`src/rtl/montgomery_mult.sv`:
```
// Bit-serial radix-2 Montgomery multiplier: o_dout = a*b*2^(-WIDTH) mod m, one multiplier bit per clock.
// Define MONT_FINAL_SUB_EN to include the CORR state that fully reduces the result into [0, m-1].
module montgomery_mult #(
    parameter int WIDTH = 4
) (
    input  logic             i_clk,
    input  logic             i_rst,
    input  logic             i_start,
    input  logic [WIDTH-1:0] i_a,
    input  logic [WIDTH-1:0] i_b,
    input  logic [WIDTH-1:0] i_m,
    output logic [WIDTH-1:0] o_dout,
    output logic             o_done,
    output logic             o_busy
);

    localparam int CW = $clog2(WIDTH);
    localparam logic [CW-1:0] LAST_CNT = CW'(WIDTH - 1);

`ifdef MONT_FINAL_SUB_EN
    typedef enum logic [1:0] {ST_IDLE, ST_CALC, ST_CORR, ST_DONE} state_t;
`else
    typedef enum logic [1:0] {ST_IDLE, ST_CALC, ST_DONE} state_t;
`endif

    state_t           r_state;
    state_t           w_state_next;
    logic [WIDTH-1:0] r_a;
    logic [WIDTH-1:0] r_b;
    logic [WIDTH-1:0] r_m;
    logic [WIDTH+1:0] r_u;
    logic [CW-1:0]    r_cnt;
    logic [WIDTH-1:0] r_dout;

    logic             w_last;
    logic [WIDTH+1:0] w_t;
    logic [WIDTH+1:0] w_sum;
    logic [WIDTH+1:0] w_u_next;

    // u stays below 2^(WIDTH+1), so u + b + m never exceeds WIDTH+2 bits.
    assign w_last   = (r_cnt == LAST_CNT);
    assign w_t      = r_u + ({(WIDTH+2){r_a[r_cnt]}} & {2'b00, r_b});
    assign w_sum    = w_t + ({(WIDTH+2){w_t[0]}} & {2'b00, r_m});
    assign w_u_next = w_sum >> 1;

`ifdef MONT_FINAL_SUB_EN
    logic             w_ge;
    logic [WIDTH+1:0] w_diff;
    assign w_ge   = (r_u >= {2'b00, r_m});
    assign w_diff = r_u - {2'b00, r_m};
`endif

    always_ff @(posedge i_clk) begin
        if (i_rst) r_state <= ST_IDLE;
        else       r_state <= w_state_next;
    end

    always_comb begin
        w_state_next = r_state;
        case (r_state)
            ST_IDLE: if (i_start) w_state_next = ST_CALC;
`ifdef MONT_FINAL_SUB_EN
            ST_CALC: if (w_last) w_state_next = ST_CORR;
            ST_CORR: w_state_next = ST_DONE;
`else
            ST_CALC: if (w_last) w_state_next = ST_DONE;
`endif
            ST_DONE: w_state_next = ST_IDLE;
            default: w_state_next = ST_IDLE;
        endcase
    end

    // NOTE: every register here uses <= so all of them see the pre-edge values of r_u and r_cnt.
    always_ff @(posedge i_clk) begin
        if (i_rst) begin
            r_a    <= '0;
            r_b    <= '0;
            r_m    <= '0;
            r_u    <= '0;
            r_cnt  <= '0;
            r_dout <= '0;
        end else begin
            case (r_state)
                ST_IDLE: begin
                    if (i_start) begin
                        r_a   <= i_a;
                        r_b   <= i_b;
                        r_m   <= i_m;
                        r_u   <= '0;
                        r_cnt <= '0;
                    end
                end
                ST_CALC: begin
                    r_u   <= w_u_next;
                    r_cnt <= r_cnt + 1'b1;
`ifndef MONT_FINAL_SUB_EN
                    if (w_last) r_dout <= w_u_next[WIDTH-1:0];
`endif
                end
`ifdef MONT_FINAL_SUB_EN
                ST_CORR: r_dout <= w_ge ? w_diff[WIDTH-1:0] : r_u[WIDTH-1:0];
`endif
                default: ;
            endcase
        end
    end

    assign o_dout = r_dout;
    assign o_done = (r_state == ST_DONE);
    assign o_busy = (r_state != ST_IDLE) && (r_state != ST_DONE);

endmodule

```
`config.mk`:
```
export PLATFORM = sky130hd
export DESIGN_NAME = montgomery_mult
export DESIGN_NICKNAME = d
export VERILOG_FILES = /design/src/rtl/montgomery_mult.sv
export SDC_FILE = /design/constraint.sdc
export NUM_CORES = 1
export LEC_CHECK = 0
export ABC_AREA = 1
export ABC_CLOCK_PERIOD_IN_PS = 3400
export BUFFER_PORTS_ARGS = -buffer_cell sky130_fd_sc_hd__buf_2
export CAP_MARGIN = 0
export CORE_AREA = 4 4 61 63
export DETAILED_ROUTE_END_ITERATION = 10
export DIE_AREA = 0 0 65 67
export GPL_TIMING_DRIVEN = 0
export PLACE_DENSITY = 0.61
export SYNTH_ARGS = -nofsm -noshare
export SYNTH_HDL_FRONTEND = slang
export SYNTH_SLANG_ARGS = --single-unit
```
`constraint.sdc`:
```
create_clock -name i_clk -period 3.4 [get_ports i_clk]
set_input_delay 0.51 -clock i_clk [delete_from_list [all_inputs] [get_ports i_clk]]
set_output_delay 0.51 -clock i_clk [all_outputs]
set_load 0.01 [all_outputs]
```
==> reports/results.tsv <==
stage	metric	value	unit
job	MaxCap Viol Count	0	
sta	Clock Skews	21.3	ps
cts	Clock Tree Buf Depth	2	
critical_path	FF-to-FF path depth	15	
critical_path	crit path DAT	3050	ps
floorplan	die area	4360	µm²
sta	setup repair after global routing missed its margin	false	
floorplan	Die Ht	67	µm
route	# DRC	0	
critical_path	Setup CP Type	reg2reg	
hold_path	Hold Crit Class	in2reg	
route	Routed WL per cell	10.3	µm
run_status	status	completed	
cts	CTS buffer count	3	
synth	top post-synthesis cells by area	dfxtp_1 36%, nand2_1 8.8%, ha_1 7.3%	
synth	Yosys top cell area share	36.5	%
global_route	global-route wire length before repair	4.50	mm
sta	Hold Violations, Final	0	
placement	placer's final routability congestion estimate	0.753	
synth	cell taking the most area after synthesis	dfxtp_1	
synth	register area share after synthesis	36.5	%
synth	dominant register cell in the synthesized netlist	dfxtp_1	
cts	Resized Gates After CTS	0	
sta	fin crit share	81.4	%
cells_and_area	Final Cell Area	1560	µm²
hold_path	worst hold endpoint	r_state[1]$_SDFFE_PP0P_	
placement	# port buffers	20	
cells_and_area	Area Growth Syn to Fin	13.7	%
power	pwr dens	344	nW/µm²
cts	CTS tree	done	
cts	Sinks on Clock Net	25	
global_route	Remaining Overflow, GRT	0	
critical_path	reg2reg end	r_u[2]$_SDFFE_PP0P_	
synth	Synth Register Bits	25	
cts	H-tree depth	1	
cells_and_area	# diodes	0	
sta	Worst-Margin Slew	531	ps
synth	Mean Syn Cell Area	7.33	µm²
cells_and_area	register area	500	µm²
route	WL final	2.64	mm
power	LEAKAGE	0.761	nW
placement	dpl cell area	1530	µm²
cts	clock root buffer	clkbuf_4	
critical_path	Worst R2R Start	r_cnt[0]$_SDFFE_PP0P_	
floorplan	CORE AREA	3230	µm²
critical_path	Worst setup SP type	register	
synth	post-synthesis cell type count	26	
synth	Synth warnings	0	
global_route	largest net degree at the start of global routing	16	
cts	postcts setup bufs	0	
critical_path	worst-path maximum fanout	4	
sta	relative slew slack	64.6	%
global_route	vias in the first global route	1021	
floorplan	I/O Pins	21	
route	DR pass1 iterations	4	
critical_path	Worst Setup End Kind	register	
cells_and_area	FILL cells	356	
route	via count	1160	
critical_path	required time worst endpoint	3680	ps
synth	top-count cell post-synth	nand2_1	
sta	Tmin final	2770	ps
floorplan	Starting Density	42.4	%
synth	Synth Cell Area	1370	µm²
sta	fin. max-slew vios	0	
hold_path	HP Start	i_rst	
cts	Clock transition at path regs	150	ps
sta	Setup TNS Final	0	ps
cts	later-pin clock latency in the skew report	330	ps
power	total power	537	µW
route	initial detailed-routing violation count	25	
cells_and_area	share of cells above drive strength 1	23.7	%
sta	final setup violation count	0	
hold_path	Hold Crit Depth	2	
sta	fmax	362	MHz
floorplan	Die X	65	µm
power	Max rail drop VDD	0.000208	V
route	Vias/cell	4.51	
critical_path	FF-to-FF setup slack	630	ps
placement	hpwl dp	2.14	mm
synth	Post-synth top cells	32 x nand2_1, 25 x dfxtp_1, 24 x nor2_1	
cts	post-cts hold buffer count	0	
cells_and_area	fin nets	237	
cells_and_area	multi-input logic area	743	µm²
synth	asr flop ratio synth	0	%
route	DRT antenna net count	0	
floorplan	Rows	21	
global_route	initial antenna violation count	0	
synth	post-synthesis cell count	187	
synth	Mapped Nets	212	
global_route	Total GRT Usage	13.6	%
synth	EDFF count, synth	0	
==> layout make-up <==
type | instances | area share (%)
well taps | 46 | 3.69
clock buffers | 3 | 1.44
repair buffers | 20 | 6.42
plain buffers | 4 | 1.04
flip-flops and latches | 25 | 32.1
clock inverters | 1 | 0.482
multi-input cells | 129 | 47.7
inverters | 29 | 7.14
==> report_power, final <==
part / switching (mW) / total [mW] / leakage [nW] / internal, mW
logic: 0.0516 / 0.0831 / 0.542 / 0.0315
registers: 0.00862 / 0.317 / 0.205 / 0.309
clock network: 0.0916 / 0.137 / 0.0139 / 0.0450
==> kinds of logic after synthesis <==
kind of cell    synth area share, %
flops                          36.5
xor+xnor                       2.56
fa+ha+maj                      10.2
buf+inv                        9.31
simple gates                   27.5
compound gates                 14.0
==> metal layers <==
layer  up-vias  share of wire (%)  track usage [%]
met4         0                1.5             5.54
met2        19                 48             22.6
li1        637                  -                -
met3         5                4.2             2.87
met1       499                 47             17.1
met5         -                  0                0
==> sequential cells by signal (all words and copies together), names as in the netlist <==
| name | cells |
|---|---|
| o_dout | 4 |
| r_a | 4 |
| r_b | 4 |
| r_cnt | 2 |
| r_m | 4 |
| r_state | 2 |
| r_u | 5 |
==> per-stage QoR <==
step	std cells	hold WS (ps)	utilization, %	setup WS [ps]
global placement	253	441	47.3	659
detailed placement	253	444	47.3	645
floorplan	187	429	-	941
global route	257	334	48.2	393
CTS	257	351	48.2	596
finish	257	358	48.2	634
==> critical path, stage by stage (launching register included) <==
cell and delay (ps):
dfxtp_1 370, inv_1 120, nand2_1 60, nand3_1 90, nand2_1 100, nor2_1 100
ha_1 190, inv_1 60, fa_1 410, xnor2_1 150, ha_1 350, a21oi_1 170
nand2_2 90, xor2_1 230, nand2_1 100, a21oi_2 110
==> worst max path at each step <==
stage                          start                   to  slack [ps]  depth (start not counted)
5_1_grt        r_cnt[0]$_SDFFE_PP0P_  r_u[2]$_SDFFE_PP0P_         390                         17
3_5_place_dp   r_cnt[0]$_SDFFE_PP0P_  r_u[3]$_SDFFE_PP0P_         650                         15
3_3_place_gp   r_cnt[0]$_SDFFE_PP0P_  r_u[2]$_SDFFE_PP0P_         660                         17
4_1_cts        r_cnt[0]$_SDFFE_PP0P_  r_u[2]$_SDFFE_PP0P_         600                         15
2_1_floorplan  r_cnt[0]$_SDFFE_PP0P_  r_u[4]$_SDFFE_PP0P_         940                         18
6_report       r_cnt[0]$_SDFFE_PP0P_  r_u[2]$_SDFFE_PP0P_         630                         15
==> cells in the final DEF (no fill, tap or decap), types with 2 or more instances in the layout <==
cell type  synthesis  layout
nand3_1           11      11
nand2_1           32      32
a21oi_1           13      13
ha_1               8       8
clkbuf_4           0       3
buf_2              1      21
inv_1             22      22
xnor2_1            3       3
fa_1               2       2
nand3_2            2       2
dfxtp_1           25      25
clkbuf_1           2       2
o21bai_1           2       2
inv_2              6       6
o21ai_0           13      13
nor2_1            24      24
a21oi_2            3       3
nor2_2             2       2
nand2_2            8       8
(Power assumes the default switching activity.)
